**config.mk**
```make
export PLATFORM = sky130hd
export DESIGN_NAME = id_stage_pipe
export DESIGN_NICKNAME = d
export VERILOG_FILES = /design/src/rtl/id_stage_pipe.sv
export SDC_FILE = /design/constraint.sdc
export NUM_CORES = 1
export LEC_CHECK = 0
export ABC_AREA = 1
export BUFFER_PORTS_ARGS = -buffer_cell sky130_fd_sc_hd__buf_2
export CAP_MARGIN = 15
export CORE_ASPECT_RATIO = 0.5
export CORE_UTILIZATION = 35
export DETAILED_ROUTE_END_ITERATION = 6
export PLACE_DENSITY = 0.49
export SLEW_MARGIN = 10
export SYNTH_ARGS = -nofsm -noshare
export SYNTH_HDL_FRONTEND = slang
export SYNTH_SLANG_ARGS = --single-unit
```
**constraint.sdc**
```tcl
create_clock -name clk -period 14 [get_ports clk]
set_clock_uncertainty 0.1 [all_clocks]
set_input_delay 2.8 -clock clk [delete_from_list [all_inputs] [get_ports clk]]
set_output_delay 2.8 -clock clk [all_outputs]
set_load 0.01 [all_outputs]
```
**src/rtl/id_stage_pipe.sv**
```systemverilog
// Instruction-decode stage: decode, register-file read, load-use stall, flush, halt.
// Optional macro RF_BYPASS_EN makes a same-cycle register write visible to the read ports.
module id_stage_pipe #(
  parameter int DW   = 16,
  parameter int NREG = 16,
  parameter int IW   = 16,
  localparam int AW  = (NREG > 1) ? $clog2(NREG) : 1
) (
  input  logic          clk,
  input  logic          rst,
  input  logic          if_valid,
  input  logic [IW-1:0] if_instr,
  output logic          id_ready,
  input  logic          flush,
  input  logic          wb_we,
  input  logic [AW-1:0] wb_addr,
  input  logic [DW-1:0] wb_data,
  output logic          ex_valid,
  output logic [DW-1:0] ex_p0,
  output logic [DW-1:0] ex_p1,
  output logic [DW-1:0] ex_imm,
  output logic [2:0]    ex_alu_op,
  output logic [3:0]    ex_sh_amt,
  output logic          ex_src1_imm,
  output logic [AW-1:0] ex_dst,
  output logic          ex_we,
  output logic          ex_mem_rd,
  output logic          ex_mem_wr,
  output logic          ex_branch,
  output logic [2:0]    ex_br_cond,
  output logic          halted
);

  localparam logic [3:0] OP_LW  = 4'h8;
  localparam logic [3:0] OP_SW  = 4'h9;
  localparam logic [3:0] OP_LLI = 4'hA;
  localparam logic [3:0] OP_B   = 4'hC;
  localparam logic [3:0] OP_HLT = 4'hF;

  typedef enum logic [1:0] {RUN, STALL, HALTED} state_t;

  state_t state;

  logic [DW-1:0] rf [NREG];

  logic [3:0]    op;
  logic [AW-1:0] rd_idx, rs1_idx, rs0_idx;
  logic [DW-1:0] imm_ext;
  logic          dec_we, dec_mem_rd, dec_mem_wr, dec_branch, dec_src1_imm;
  logic          use_rs0, use_rs1;
  logic [DW-1:0] p0_val, p1_val;
  logic          hazard, accept;

  assign op      = if_instr[IW-1 -: 4];
  assign rd_idx  = if_instr[8 +: AW];
  assign rs1_idx = if_instr[4 +: AW];
  assign rs0_idx = if_instr[0 +: AW];
  assign imm_ext = DW'($signed(if_instr[7:0]));

  always_comb begin
    // NOTE: every combinational output gets a default first so no path can infer a latch.
    dec_we       = 1'b0;
    dec_mem_rd   = 1'b0;
    dec_mem_wr   = 1'b0;
    dec_branch   = 1'b0;
    dec_src1_imm = 1'b0;
    use_rs0      = 1'b0;
    use_rs1      = 1'b0;
    case (op)
      4'h0, 4'h1, 4'h2, 4'h3, 4'h4: begin
        dec_we  = 1'b1;
        use_rs0 = 1'b1;
        use_rs1 = 1'b1;
      end
      4'h5, 4'h6, 4'h7: begin
        dec_we  = 1'b1;
        use_rs1 = 1'b1;
      end
      OP_LW: begin
        dec_mem_rd   = 1'b1;
        dec_we       = 1'b1;
        dec_src1_imm = 1'b1;
        use_rs1      = 1'b1;
      end
      OP_SW: begin
        dec_mem_wr = 1'b1;
        use_rs0    = 1'b1;
        use_rs1    = 1'b1;
      end
      OP_LLI: begin
        dec_we       = 1'b1;
        dec_src1_imm = 1'b1;
      end
      OP_B: begin
        dec_branch = 1'b1;
        use_rs0    = 1'b1;
        use_rs1    = 1'b1;
      end
      default: ;
    endcase
  end

  always_comb begin
    p0_val = rf[rs0_idx];
    p1_val = rf[rs1_idx];
`ifdef RF_BYPASS_EN
    if (wb_we && (wb_addr != '0)) begin
      if (wb_addr == rs0_idx) p0_val = wb_data;
      if (wb_addr == rs1_idx) p1_val = wb_data;
    end
`endif
    if (rs0_idx == '0) p0_val = '0;
    if (rs1_idx == '0) p1_val = '0;
  end

  // Load-use: the load in EX has not produced its data yet.
  assign hazard = ex_valid && ex_mem_rd && (ex_dst != '0) &&
                  ((use_rs0 && (ex_dst == rs0_idx)) || (use_rs1 && (ex_dst == rs1_idx)));

  assign id_ready = ((state == RUN) && !hazard) || (state == STALL);
  assign accept   = if_valid && id_ready && !flush;

  // NOTE: the register file is reset like any other state, so its reset loop lives in always_ff.
  always_ff @(posedge clk or posedge rst) begin
    if (rst) begin
      for (int i = 0; i < NREG; i++) rf[i] <= '0;
    end else if (wb_we && (wb_addr != '0)) begin
      rf[wb_addr] <= wb_data;
    end
  end

  always_ff @(posedge clk or posedge rst) begin
    if (rst) begin
      state       <= RUN;
      halted      <= 1'b0;
      ex_valid    <= 1'b0;
      ex_p0       <= '0;
      ex_p1       <= '0;
      ex_imm      <= '0;
      ex_alu_op   <= '0;
      ex_sh_amt   <= '0;
      ex_src1_imm <= 1'b0;
      ex_dst      <= '0;
      ex_we       <= 1'b0;
      ex_mem_rd   <= 1'b0;
      ex_mem_wr   <= 1'b0;
      ex_branch   <= 1'b0;
      ex_br_cond  <= '0;
    end else begin
      case (state)
        HALTED: ex_valid <= 1'b0;
        default: begin
          if (flush) begin
            ex_valid <= 1'b0;
            state    <= RUN;
          end else if ((state == RUN) && hazard) begin
            ex_valid <= 1'b0;
            state    <= STALL;
          end else if (accept) begin
            ex_valid    <= 1'b1;
            ex_p0       <= p0_val;
            ex_p1       <= p1_val;
            ex_imm      <= imm_ext;
            ex_alu_op   <= op[2:0];
            ex_sh_amt   <= if_instr[3:0];
            ex_src1_imm <= dec_src1_imm;
            ex_dst      <= rd_idx;
            ex_we       <= dec_we;
            ex_mem_rd   <= dec_mem_rd;
            ex_mem_wr   <= dec_mem_wr;
            ex_branch   <= dec_branch;
            ex_br_cond  <= if_instr[11:9];
            if (op == OP_HLT) begin
              state  <= HALTED;
              halted <= 1'b1;
            end else begin
              state <= RUN;
            end
          end else begin
            ex_valid <= 1'b0;
            state    <= RUN;
          end
        end
      endcase
    end
  end

endmodule
```
# After elaboration in Yosys (flattened, before gate mapping)
# Index checks and enable logic that the tools add are counted.
[word_totals] ff_bits=319 out_inout_bits=70 elab_cells=110 input_bits=41
[classes] mux=26 n_bitwise=6 n_eq_ne=16 order_cmp=4 n_reduce_logical=27
[op_table] op="bitwise mux 256 bit" n=1
[op_table] op="binary-select mux 16 bit (select 4 bit)" n=2
[op_table] op="2-to-1 mux 16 bit" n=7
[op_table] op="demux 16 bit (select 4 bit)" n=1
[op_table] op="== test 4 bit (second input constant)" n=5
[op_table] op="== test 4 x 3 -> 1 bit (second input constant)" n=4
[op_table] op="greater-or-equal comparator 5 bit (second input constant)" n=3
[op_table] op="NOT 4 -> 5 bit" n=3
[op_table] op="logical NOT 4 bit" n=3
[op_table] op="logical AND 1 bit" n=11
[op_table] op="2-to-1 mux 1 bit" n=11
[op_table] op="OR reduction 11 bit" n=1
[op_table] op="OR reduction 10 bit" n=1
[op_table] op="== test 4 x 2 -> 1 bit (second input constant)" n=2
[op_table] op="== test 4 bit" n=2
[op_table] op="2-to-1 mux 2 bit" n=4
[op_table] op="nonzero test 4 bit" n=2
[op_table] op="OR reduction 7 bit" n=1
[op_table] op="< comparator 5 x 1 -> 1 bit (second input constant)" n=1
[op_table] op="AND reduction 5 bit" n=1
[op_table] op="== test 4 x 1 -> 1 bit (second input constant)" n=1
[op_table] op="AND reduction 4 bit" n=1
[op_table] op="NOT 1 bit" n=3
[op_table] op="== test 2 x 1 -> 1 bit (second input constant)" n=1
[op_table] op="other kinds (5)" n=7

# Longest topological paths before layout
[depth] depth_word=15 depth_mapped=13 depth_no_buf=11

# Least setup slack after synthesis
# No wires, ideal clock.
[synth_path] path_type="input to output" startpoint="in if_instr[2]" endpoint="out id_ready" arrival_time_ps=3497 stages=10 required_ps=11100 path_slack_ps=7603 path_cell_list="buf_4 inv_4 nand2_1 nand2_1 nor2_1 nand3_1 nand2_1 nand2_2 nand2_1 inv_1"
[synth_between] elab_chain_cells=7
[synth_rtl] item="start: declaration" line_no="12" rtl="input logic [IW-1:0] if_instr,"
[synth_rtl] item="== test 4 bit" line_no="118" rtl="((use_rs0 && (ex_dst == rs0_idx)) || (use_rs1 && (ex_dst == rs1_idx)));"
[synth_rtl] item="logical AND 1 bit" line_no="118"
[synth_rtl] item="logical OR 1 bit" line_no="118"
[synth_rtl] item="logical AND 1 bit" line_no="117" rtl="assign hazard = ex_valid && ex_mem_rd && (ex_dst != '0) &&"
[synth_rtl] item="logical NOT 1 bit" line_no="120" rtl="assign id_ready = ((state == RUN) && !hazard) || (state == STALL);"
[synth_rtl] item="logical AND 1 bit" line_no="120"
[synth_rtl] item="logical OR 1 bit" line_no="120"
[synth_rtl] item="end: declaration" line_no="13" rtl="output logic id_ready,"
# No other way between the ends.

# Worst setup path after layout
[layout_path] startpoint="in if_instr[0]" endpoint="out id_ready"
# The elaborated chain is that of the path after synthesis.

==> impl_metrics.csv <==
group,metric,value,unit
synthesis,combined_area_of_all_synthesized_cells,17590,µm²
timing,setup_viol,0,
drt,dr_wl_met3,4.782,mm
grt,number_of_global_route_vias_before_repair,14890,
power_and_ir_drop,power_per_cell_area,137.5,nW/µm²
timing,max_slew_margin_vs_limit,19.15,%
final_layout,multiInputGateArea,7575,µm²
power_and_ir_drop,switching_power,852.3,µW
synthesis,ys.warnings.count,0,
drt,drt_iter0_markers,1748,
power_and_ir_drop,p_clk_share,36.6,%
timing,total_count_of_hold_check_failures_in_the_final_report,0,
final_layout,fillers,5237,
drt,detail_route.wl_per_cell,18.86,µm
synthesis,edff_count_synth,0,
grt,grt.overflow.total,0,
synthesis,synth_sequential_area_ratio,44.38,%
setup_path,startpoint_type,"input port",
timing,period_minus_slack,7.893,ns
drt,top_routing_layer_in_use,"met4",
drt,route.antenna.remaining_nets,0,
timing,grt_setup_unrepaired,"false",
synthesis,ys_types,25,
synthesis,synth_most_common_cell,"sky130_fd_sc_hd__nand2_1",
synthesis,netlist.top_cell.by_area,"sky130_fd_sc_hd__dfrtp_1",
final_layout,final_cells,3254,
synthesis,postSynthCellCount,2608,
clocking,clock_latency,0.53,ns
clocking,clk_pin_slew,0.06,ns
placed_design,place.gp.congestion,0.8435,
synthesis,post_synth_most_frequent_cells,"sky130_fd_sc_hd__nand2_1 (1082), sky130_fd_sc_hd__nand3_1 (361), sky130_fd_sc_hd__inv_1 (325)",
timing,final.setup.tns,0,ns
power_and_ir_drop,cell_internal_pwr,1814,µW
grt,track_usage,24.01,%
timing,highest_clock_frequency_the_design_can_meet,0.1267,GHz
clocking,ctsLongestPathBuffers,3,
power_and_ir_drop,swShare,31.97,%
drt,via_count_of_the_routed_design,16200,
timing,fin_crit_sh,56.38,%
synthesis,synth_top_area_share,44.38,%
final_layout,synthToLayoutAreaGrowth,10.23,%
synthesis,synth-async-reset-ratio,100.0,%
die,fp.dieArea,51220,µm²
setup_path,critPathArrivalTime,4.99,ns
setup_path,critPathRequiredTime,11.10,ns
timing,fin_worst_hold_slack,0.2751,ns
die,ioPinCount,111,
drt,routed_via_density,4.978,
grt,grt_max_degree,125,
clocking,cts-htree-levels,2,
clocking,holdBufCountCts,0,
run_status,outcome,"finished clean",
timing,worst_slew_pin_slew,1.212,ns
drt,met2RoutedLength,24.93,mm
power_and_ir_drop,peakVddDrop,0.06519,mV
setup_path,critical_path.endpoint_type,"output pin",
final_layout,final_layout_size_suffix_gt1_share,8.913,%
synthesis,syn_nets,2649,
drt,drt-total-wl,61.39,mm
final_layout,final-seq-area,7807,µm²
clocking,cts.sink_count,312,
clocking,clock_tree_from_tritoncts,"yes",
power_and_ir_drop,comb_power_share,21.2,%
timing,slew_violations,0,
synthesis,synth_flop_cell,"sky130_fd_sc_hd__dfrtp_1",
placed_design,placedCellCount,3190,
drt,drt_first_pass_iters,6,
die,die_height,160.5,µm
synthesis,synth_seq_cells,312,
drt,wirelength_met1,30.49,mm
power_and_ir_drop,leakage,0.01046,µW
synthesis,ys_top_cells_by_area,"sky130_fd_sc_hd__dfrtp_1 (44%), sky130_fd_sc_hd__nand2_1 (23%), sky130_fd_sc_hd__nand3_1 (10%), sky130_fd_sc_hd__inv_1 (6.9%), sky130_fd_sc_hd__o21ai_0 (6.8%)",
flow_run,max_cap_violations,0,
clocking,cts_inserted_buffers,35,
grt,grt_first_pass_wirelength,94.32,mm
clocking,ctsResizeCount,0,
die,placeableCoreArea,49070,µm²
setup_path,setup.worst_path.class,"input port to output pin",
die,initial_utilization,35.86,%
die,dieWidth,319.1,µm
synthesis,synthesis.area_per_instance,6.746,µm²
placed_design,detailed_placer_s_ending_hpwl,37.54,mm
clocking,postCtsSetupBuffers,0,
power_and_ir_drop,sequentialPowerShare,42.2,%
drt,drc,0,
placed_design,input_output_buffers,110,
final_layout,nNetsFinal,2619,
grt,antenna_found_initial,4,
setup_path,maximum_fanout_along_the_worst_path,75,
die,std_cell_rows,57,
clocking,clockRootBuffer,"sky130_fd_sc_hd__clkbuf_16",
hold_path,min_path_type,"flop to flop",
==> routing by layer <==
metal | up-vias | GRT usage, %
met3 | 67 | 5.082
met4 | 0 | 5.267
li1 | 7976 | -
met2 | 560 | 34.13
met5 | - | 0
met1 | 7596 | 36.85
==> worst paths after layout <==
kind	startpoint	end	slack (ns)	cells past startpoint
hold / removal	rf[245]	rf[245]	0.28	0
hold reg to reg	rf[245]	rf[245]	0.28	0
max in group asynchronous	rst	rf[42]	9.81	3
min in group asynchronous	rst	rf[146]	2.36	2
setup reg to reg	ex_dst[1]	ex_p0[8]	11.40	10
setup / recovery	if_instr[0]	id_ready	6.11	11
==> worst max-delay path, cell delays in order <==
cell,delay (ns)
sky130_fd_sc_hd__buf_4,0.72
sky130_fd_sc_hd__inv_4,0.59
sky130_fd_sc_hd__nand2_1,0.20
sky130_fd_sc_hd__nand2_1,0.07
sky130_fd_sc_hd__nor2_1,0.10
sky130_fd_sc_hd__nand3_1,0.09
sky130_fd_sc_hd__nand2_1,0.08
sky130_fd_sc_hd__nand2_2,0.08
sky130_fd_sc_hd__nand2_1,0.07
sky130_fd_sc_hd__inv_1,0.03
sky130_fd_sc_hd__buf_2,0.13
==> sequential cells by signal, indices dropped and copies added (netlist names) <==
register     count
ex_alu_op        3
ex_branch        1
ex_dst           4
ex_imm           8
ex_mem_rd        1
ex_mem_wr        1
ex_p0           16
ex_p1           16
ex_src1_imm      1
ex_valid         1
ex_we            1
halted           1
rf             256
state            2
==> placed cells by master (no fill, tap or decap), drive strengths merged, types with 2 or more instances in the layout <==
cell,synthesis,routed
buf,104,136
diode,0,2
nand3,361,361
dfrtp,312,312
clkbuf,99,52
bufinv,0,3
nor2,22,22
o21ai,288,288
nor3,3,3
inv,330,330
nand2,1084,1084
clkinv,0,7
==> cell type report <==
cell class / instances / area share, %
Antenna cell: 2 / 0.02581
Clock buffer: 52 / 5.477
Clock inverter: 10 / 0.6452
Inverter: 330 / 6.477
Multi-Input combinational cell: 1763 / 39.06
Sequential cell: 312 / 40.26
Tap cell: 649 / 4.187
Timing Repair Buffer: 136 / 3.871
==> kinds of logic (layout without fill, tap and decap cells) <==
kind of cell	count (synthesis)	in the layout	share of synthesized area, %
AO/OA/AOI/OAI	290	290	8.740
other	0	2	0
buffers and inverters	533	528	12.71
flip-flops	312	312	44.38
AND/OR/NAND/NOR	1473	1473	34.17
==> per-stage QoR <==
| step | utilization [%] | instance area [µm²] | setup slack [ns] | power [µW] |
|---|---|---|---|---|
| CTS | 39.51 | 19390 | 6.137 | 2687 |
| detailed placement | 37.09 | 18200 | 6.141 | 1701 |
| floorplan | - | 17590 | 2.471 | 1538 |
| global placement | 37.09 | 18200 | 6.155 | 1693 |
| global route | 39.51 | 19390 | 5.976 | 2833 |
| finish | 39.52 | 19390 | 6.107 | 2666 |
==> power by group through the flow <==
stage / registers, µW / logic (µW) / clock network (µW)
2_1_floorplan: 1130 / 410 / 0
3_3_place_gp: 1140 / 556 / 0
3_5_place_dp: 1140 / 562 / 0
4_1_cts: 1120 / 565 / 998
5_1_grt: 1140 / 655 / 1030
6_report: 1130 / 566 / 975
No activity file was read; power rests on OpenSTA's default activity.
